`src/rtl/eth_dds_pkg.sv`:
```
// Shared definitions for the DDS-configuration Ethernet record (sender and receiver).
// The record is five 32-bit words: wave, amplitude, frequency, min-resolution, phase.
package eth_dds_pkg;

    localparam int DDS_WORDS = 5;

    localparam logic [2:0] W_WAVE  = 3'd0;
    localparam logic [2:0] W_AMP   = 3'd1;
    localparam logic [2:0] W_FREQ  = 3'd2;
    localparam logic [2:0] W_MIN   = 3'd3;
    localparam logic [2:0] W_PHASE = 3'd4;
    localparam logic [2:0] W_FULL  = 3'd5;

    localparam int WAVE_W  = 4;
    localparam int AMP_W   = 9;
    localparam int FREQ_W  = 32;
    localparam int MIN_W   = 32;
    localparam int PHASE_W = 12;

    localparam logic [31:0] RSVD_MASK_WAVE  = 32'hFFFF_FFF0;
    localparam logic [31:0] RSVD_MASK_AMP   = 32'hFFFF_FE00;
    localparam logic [31:0] RSVD_MASK_PHASE = 32'hFFFF_F000;

    localparam logic [1:0] ERR_NONE    = 2'd0;
    localparam logic [1:0] ERR_SHORT   = 2'd1;
    localparam logic [1:0] ERR_RSVD    = 2'd2;
    localparam logic [1:0] ERR_TIMEOUT = 2'd3;

    typedef enum logic [0:0] {
        ST_IDLE = 1'b0,
        ST_RECV = 1'b1
    } dds_state_e;

    // Pad bits that must be zero for the word at a given record index.
    function automatic logic rsvd_hit(input logic [2:0] idx, input logic [31:0] word);
        logic hit;
        case (idx)
            W_WAVE:  hit = |(word & RSVD_MASK_WAVE);
            W_AMP:   hit = |(word & RSVD_MASK_AMP);
            W_PHASE: hit = |(word & RSVD_MASK_PHASE);
            default: hit = 1'b0;
        endcase
        return hit;
    endfunction

endpackage

```
`src/rtl/eth_recv_dds.sv`:
```
// Parses received UDP payloads as DDS configuration records and commits complete,
// well-formed records atomically to the DDS control outputs; bad packets are flagged.
module eth_recv_dds
    import eth_dds_pkg::*;
#(
    parameter logic [15:0]  TIMEOUT_CYC = 16'd4096,
    parameter logic         CHECK_RSVD  = 1'b1,
    parameter logic [3:0]   DEF_WAVE    = 4'd0,
    parameter logic [8:0]   DEF_AMP     = 9'd256,
    parameter logic [31:0]  DEF_FREQ    = 32'd0,
    parameter logic [31:0]  DEF_MIN     = 32'd0,
    parameter logic [11:0]  DEF_PHASE   = 12'd0
) (
    input  logic                 eth_rx_clk,
    input  logic                 rst,
    input  logic                 rec_en,
    input  logic [31:0]          rec_data,
    input  logic                 rec_pkt_done,
    input  logic [15:0]          rec_byte_num,
    output logic [WAVE_W-1:0]    wave_select,
    output logic [AMP_W-1:0]     amp_ctl,
    output logic [FREQ_W-1:0]    freq_ctl,
    output logic [MIN_W-1:0]     min_ctl,
    output logic [PHASE_W-1:0]   phase_ctl,
    output logic                 cfg_update,
    output logic                 rx_err,
    output logic [1:0]           rx_err_code,
    output logic [15:0]          pkt_ok_cnt,
    output logic [15:0]          pkt_err_cnt
);

    dds_state_e state_r, state_nx_s;

    logic [2:0]          word_cnt_r, word_cnt_nx_s, cnt_now_s;
    logic                bad_rsvd_r, bad_rsvd_nx_s, bad_now_s;
    logic [15:0]         idle_cnt_r, idle_cnt_nx_s;
    logic [WAVE_W-1:0]   sh_wave_r, sh_wave_nx_s, cap_wave_s;
    logic [AMP_W-1:0]    sh_amp_r, sh_amp_nx_s, cap_amp_s;
    logic [FREQ_W-1:0]   sh_freq_r, sh_freq_nx_s, cap_freq_s;
    logic [MIN_W-1:0]    sh_min_r, sh_min_nx_s, cap_min_s;
    logic [PHASE_W-1:0]  sh_phase_r, sh_phase_nx_s, cap_phase_s;
    logic                timeout_s, commit_s, discard_s;
    logic [1:0]          err_code_s;

    logic [WAVE_W-1:0]   wave_r;
    logic [AMP_W-1:0]    amp_r;
    logic [FREQ_W-1:0]   freq_r;
    logic [MIN_W-1:0]    min_r;
    logic [PHASE_W-1:0]  phase_r;
    logic                cfg_update_r, rx_err_r;
    logic [1:0]          rx_err_code_r;
    logic [15:0]         ok_cnt_r, err_cnt_r;

    // Byte count is informational; word count alone decides commit.
    logic unused_byte_num_s;
    assign unused_byte_num_s = ^rec_byte_num;

    // FSM state register.
    always_ff @(posedge eth_rx_clk or posedge rst) begin
        if (rst) begin
            state_r <= ST_IDLE;
        end else begin
            state_r <= state_nx_s;
        end
    end

    // Next-state, word capture (a same-cycle word is folded in before pkt_done is judged).
    always_comb begin
        state_nx_s    = state_r;
        cnt_now_s     = word_cnt_r;
        bad_now_s     = bad_rsvd_r;
        cap_wave_s    = sh_wave_r;
        cap_amp_s     = sh_amp_r;
        cap_freq_s    = sh_freq_r;
        cap_min_s     = sh_min_r;
        cap_phase_s   = sh_phase_r;
        idle_cnt_nx_s = 16'd0;
        timeout_s     = 1'b0;

        if (rec_en) begin
            cnt_now_s = (word_cnt_r == W_FULL) ? W_FULL : word_cnt_r + 3'd1;
            bad_now_s = bad_rsvd_r | (CHECK_RSVD & rsvd_hit(word_cnt_r, rec_data));
            case (word_cnt_r)
                W_WAVE:  cap_wave_s  = rec_data[WAVE_W-1:0];
                W_AMP:   cap_amp_s   = rec_data[AMP_W-1:0];
                W_FREQ:  cap_freq_s  = rec_data;
                W_MIN:   cap_min_s   = rec_data;
                W_PHASE: cap_phase_s = rec_data[PHASE_W-1:0];
                default: cap_wave_s  = sh_wave_r;
            endcase
        end else begin
            cnt_now_s = word_cnt_r;
        end

        case (state_r)
            ST_IDLE: begin
                if (rec_en && !rec_pkt_done) begin
                    state_nx_s = ST_RECV;
                end else begin
                    state_nx_s = ST_IDLE;
                end
            end
            ST_RECV: begin
                if (rec_en || rec_pkt_done) begin
                    idle_cnt_nx_s = 16'd0;
                end else begin
                    idle_cnt_nx_s = idle_cnt_r + 16'd1;
                end
                timeout_s = !rec_en && !rec_pkt_done && (idle_cnt_nx_s == TIMEOUT_CYC);
                if (rec_pkt_done || timeout_s) begin
                    state_nx_s = ST_IDLE;
                end else begin
                    state_nx_s = ST_RECV;
                end
            end
            default: state_nx_s = ST_IDLE;
        endcase
    end

    // Packet outcome and shadow/counter next values.
    always_comb begin
        commit_s   = rec_pkt_done && (cnt_now_s == W_FULL) && !bad_now_s;
        discard_s  = (rec_pkt_done && !commit_s) || timeout_s;
        err_code_s = ERR_NONE;
        if (timeout_s) begin
            err_code_s = ERR_TIMEOUT;
        end else if (cnt_now_s != W_FULL) begin
            err_code_s = ERR_SHORT;
        end else begin
            err_code_s = ERR_RSVD;
        end

        if (rec_pkt_done || timeout_s) begin
            word_cnt_nx_s = 3'd0;
            bad_rsvd_nx_s = 1'b0;
            sh_wave_nx_s  = '0;
            sh_amp_nx_s   = '0;
            sh_freq_nx_s  = '0;
            sh_min_nx_s   = '0;
            sh_phase_nx_s = '0;
        end else begin
            word_cnt_nx_s = cnt_now_s;
            bad_rsvd_nx_s = bad_now_s;
            sh_wave_nx_s  = cap_wave_s;
            sh_amp_nx_s   = cap_amp_s;
            sh_freq_nx_s  = cap_freq_s;
            sh_min_nx_s   = cap_min_s;
            sh_phase_nx_s = cap_phase_s;
        end
    end

    // Shadow registers, word counter and inter-word idle counter.
    always_ff @(posedge eth_rx_clk or posedge rst) begin
        if (rst) begin
            word_cnt_r <= 3'd0;
            bad_rsvd_r <= 1'b0;
            idle_cnt_r <= 16'd0;
            sh_wave_r  <= '0;
            sh_amp_r   <= '0;
            sh_freq_r  <= '0;
            sh_min_r   <= '0;
            sh_phase_r <= '0;
        end else begin
            word_cnt_r <= word_cnt_nx_s;
            bad_rsvd_r <= bad_rsvd_nx_s;
            idle_cnt_r <= idle_cnt_nx_s;
            sh_wave_r  <= sh_wave_nx_s;
            sh_amp_r   <= sh_amp_nx_s;
            sh_freq_r  <= sh_freq_nx_s;
            sh_min_r   <= sh_min_nx_s;
            sh_phase_r <= sh_phase_nx_s;
        end
    end

    // Committed configuration, status pulses and saturating packet counters.
    always_ff @(posedge eth_rx_clk or posedge rst) begin
        if (rst) begin
            wave_r        <= DEF_WAVE;
            amp_r         <= DEF_AMP;
            freq_r        <= DEF_FREQ;
            min_r         <= DEF_MIN;
            phase_r       <= DEF_PHASE;
            cfg_update_r  <= 1'b0;
            rx_err_r      <= 1'b0;
            rx_err_code_r <= ERR_NONE;
            ok_cnt_r      <= 16'd0;
            err_cnt_r     <= 16'd0;
        end else begin
            cfg_update_r <= commit_s;
            rx_err_r     <= discard_s;
            if (commit_s) begin
                wave_r   <= cap_wave_s;
                amp_r    <= cap_amp_s;
                freq_r   <= cap_freq_s;
                min_r    <= cap_min_s;
                phase_r  <= cap_phase_s;
                ok_cnt_r <= (ok_cnt_r == 16'hFFFF) ? ok_cnt_r : ok_cnt_r + 16'd1;
            end
            if (discard_s) begin
                rx_err_code_r <= err_code_s;
                err_cnt_r     <= (err_cnt_r == 16'hFFFF) ? err_cnt_r : err_cnt_r + 16'd1;
            end
        end
    end

    assign wave_select = wave_r;
    assign amp_ctl     = amp_r;
    assign freq_ctl    = freq_r;
    assign min_ctl     = min_r;
    assign phase_ctl   = phase_r;
    assign cfg_update  = cfg_update_r;
    assign rx_err      = rx_err_r;
    assign rx_err_code = rx_err_code_r;
    assign pkt_ok_cnt  = ok_cnt_r;
    assign pkt_err_cnt = err_cnt_r;

endmodule

```
`config.mk`:
```
export PLATFORM = sky130hd
export DESIGN_NAME = eth_recv_dds
export DESIGN_NICKNAME = d
export VERILOG_FILES = /design/src/rtl/eth_dds_pkg.sv /design/src/rtl/eth_recv_dds.sv
export SDC_FILE = /design/constraint.sdc
export NUM_CORES = 1
export LEC_CHECK = 0
export ABC_AREA = 1
export BUFFER_PORTS_ARGS = -buffer_cell sky130_fd_sc_hd__buf_2
export CORE_ASPECT_RATIO = 0.8
export CORE_MARGIN = 3
export CORE_UTILIZATION = 35
export CTS_CLUSTER_DIAMETER = 80
export CTS_CLUSTER_SIZE = 16
export DETAILED_ROUTE_END_ITERATION = 12
export SYNTH_ARGS = -nofsm -noshare
export SYNTH_HDL_FRONTEND = slang
export SYNTH_SLANG_ARGS = --single-unit
```
`constraint.sdc`:
```
create_clock -name eth_rx_clk -period 8.9 [get_ports eth_rx_clk]
set_clock_uncertainty 0.05 [all_clocks]
set_input_delay 1.78 -clock eth_rx_clk [delete_from_list [all_inputs] [get_ports eth_rx_clk]]
set_output_delay 1.78 -clock eth_rx_clk [all_outputs]
set_load 0.005 [all_outputs]
```
==> results.json <==
{
  "synth_top_cell_area_share": 0.580,
  "powerDensity_nw_per_um2": 177,
  "synth-seq-cells": 235,
  "netlist_area_sq_um": 10100,
  "clk_pin_slew_ps": 70,
  "area_growth_pct": 15.6,
  "postCtsSetupBuffers": 0,
  "period_share": 0.508,
  "start_util": 0.363,
  "rsz0062_at_grt": "no",
  "critPathLaunchType": "input port",
  "p_comb_frac": 0.073,
  "synth_edf_count": 0,
  "yosys.area_share.simple": 0.203,
  "synth.most_common_cell": "dfrtp_1",
  "grt_pass1_wl_mm": 42.3,
  "syn_area_per_cell_sq_um": 9.50,
  "ir_drop_uv": 102,
  "tns_ps": 0,
  "synthAdderAreaFrac": 0.00495,
  "netlist_top_cells_area": "dfrtp_1 (58%), nand2_1 (8.6%), mux2i_1 (7.6%)",
  "num-fill-cells": 2786,
  "seqPwrFrac": 0.543,
  "placed_cell_area_sq_um": 11100,
  "seqCellArea_sq_um": 5880,
  "worst_pin_slew_ps": 1020,
  "cp_max_fo": 54,
  "synth_top_family_by_area": "simple AND/OR/NAND/NOR gates",
  "synthCells": 1063,
  "ioPinCount": 177,
  "worstSetupEndpointType": "register",
  "fin_nets": 1257,
  "cts_hold_buf": 0,
  "ys_types": 32,
  "fin_util": 0.419,
  "synth_compound_area_frac": 0.0634,
  "stdcell_area_sq_um": 11700,
  "die_height_um": 158,
  "synth_commonest_cells": "dfrtp_1 (234), nand2_1 (231), nor2_1 (159)",
  "via_per_inst": 4.84,
  "io_buffers": 160,
  "cts_resized": 0,
  "antenna_found_initial": 1,
  "antenna_left": 0,
  "ys_warn_count": 0,
  "dp_hpwl_mm": 17.0,
  "cts_num_sinks": 235,
  "status": "finished, final reports clean",
  "max_slew_margin": 0.318,
  "yosys.area_share.xor_xnor": 0.0217,
  "dieArea_sq_um": 31000,
  "fp-row-count": 54,
  "path_class": "input port to register",
  "grt_util_all_layers": 0.169,
  "p_clk_frac": 0.385,
  "grt_pass1_vias": 7586,
  "setup_violations": 0,
  "vias": 7601,
  "whs_ps": 429,
  "synth-async-reset-ratio": 1.00,
  "swShare": 0.242,
  "drv_slew": 0,
  "drive_above_1_share": 0.171,
  "cts_buffers": 18,
  "p_int_w": 0.00156,
  "routedWlPerCell_um": 16.5,
  "multi_input_area_sq_um": 3740,
  "route.detailed.drc": 0,
  "die_w_um": 196,
  "p_leak_nw": 6.22,
  "clock.fmax_mhz": 221,
  "cp.required_ps": 9220,
  "synthesis.nets": 1119,
  "cp.arrival_ps": 4840,
  "max_cap_violations": 0,
  "drt_first_iter_violations": 404,
  "clock_latency_ps": 490,
  "hold_viol_final": 0,
  "htreeDepth": 1,
  "grt.overflow.total": 0,
  "regToRegSetupSlack_ps": 5230,
  "wl_mm": 25.9,
  "finalCriticalPeriod_ps": 4520,
  "core_sq_um": 27800,
  "num_antenna_cells": 0,
  "yosysTopAreaCell": "dfrtp_1",
  "grt_max_degree": 101,
  "cts_buffer_depth": 3,
  "tritoncts": "built",
  "min_path_type": "register to register",
  "power_switching_w": 0.000498,
  "ys_seq_area_frac": 0.582,
  "synth_mux_area_frac": 0.0763,
  "synth_top_flop_cell": "dfrtp_1",
  "first_pass_iters": 4,
  "root_buffer": "clkbuf_16",
  "gp_congestion": 0.837
}
## final timing paths
kind | from | to | cells past startpoint
setup reg to reg | word_cnt_r[1] | pkt_ok_cnt[4] | 13
hold / removal | freq_ctl[28] | freq_ctl[28] | 2
min in group asynchronous | rst | min_ctl[13] | 2
hold reg to reg | freq_ctl[28] | freq_ctl[28] | 2
max in group asynchronous | rst | freq_ctl[14] | 3
setup / recovery | rec_en | pkt_ok_cnt[4] | 13
## layer usage
layer  track usage  wire [um]  vias up  share of wire
met1         0.239      12400     3705           0.48
met3        0.0421       1500       25          0.058
li1              -          -     3734              -
met5             0          7        -        0.00027
met2         0.269      11600      135           0.45
met4        0.0285        416        2          0.016
## critical path: stages
cell     delay (ps)
buf_2           220
nand2_1         120
nor2_2          540
a21oi_1         120
nand3_1         220
nor2_2           80
nand3_4         430
buf_4           370
inv_2           170
nand2_1         570
nor2_1           80
nand2_1          80
nand2_1          50
## cell usage in the layout (no fill, tap or decap), types with 5 or more instances in the layout
cell,n
dfrtp_1,234
nand2_1,230
buf_2,160
nor2_1,159
mux2i_1,77
o21ai_0,66
nand3_1,62
inv_1,51
o21ai_1,36
clkbuf_16,19
a21oi_1,16
xor2_1,14
nand4_1,11
xnor2_1,11
nor3_1,10
buf_4,7
nor4_1,6
clkbuf_1,6
nand2_2,5
## stage by stage
| stage | instances | setup slack [ps] | power [W] |
|---|---|---|---|
| finish | 1571 | 4380 | 0.00206 |
| CTS | 1571 | 4350 | 0.00210 |
| global route | 1571 | 3980 | 0.00216 |
| floorplan | 1063 | 625 | 0.00123 |
| detailed placement | 1545 | 3840 | 0.00129 |
| global placement | 1545 | 3830 | 0.00129 |
## flip-flops by register name, indices dropped and copies added, names as in the netlist
register     cells
freq_ctl        32
min_ctl         32
sh_freq_r       32
sh_min_r        32
idle_cnt_r      16
pkt_err_cnt     16
pkt_ok_cnt      16
phase_ctl       12
sh_phase_r      12
amp_ctl          9
sh_amp_r         9
sh_wave_r        4
wave_select      4
word_cnt_r       3
rx_err_code      2
bad_rsvd_r       1
cfg_update       1
rx_err           1
state_r          1
## final cells by class
type                       count  share of cell area
inverter                      54              0.0180
timing repair buffer         167              0.0731
multi-input combinational    725               0.321
sequential                   235               0.504
tap                          364              0.0390
clock buffer                  25              0.0427
clock inverter                 1             0.00257
## kinds of logic (layout without fill, tap and decap cells)
group,count (synthesis),in the layout
AO/OA/AOI/OAI,124,124
XOR/XNOR,25,25
adder cells (fa/ha/maj),4,4
buffers and inverters,103,247
flip-flops,235,235
multiplexers,77,77
AND/OR/NAND/NOR,495,495
## power groups by stage
stage	combinational, W	sequential (W)	clock, W
4_1_cts	0.000156	0.00112	0.000828
5_1_grt	0.000172	0.00112	0.000866
3_5_place_dp	0.000155	0.00114	0
6_report	0.000150	0.00112	0.000792
2_1_floorplan	0.0000927	0.00114	0
3_3_place_gp	0.000152	0.00114	0
Note: power is estimated with default switching activity, not from simulation.
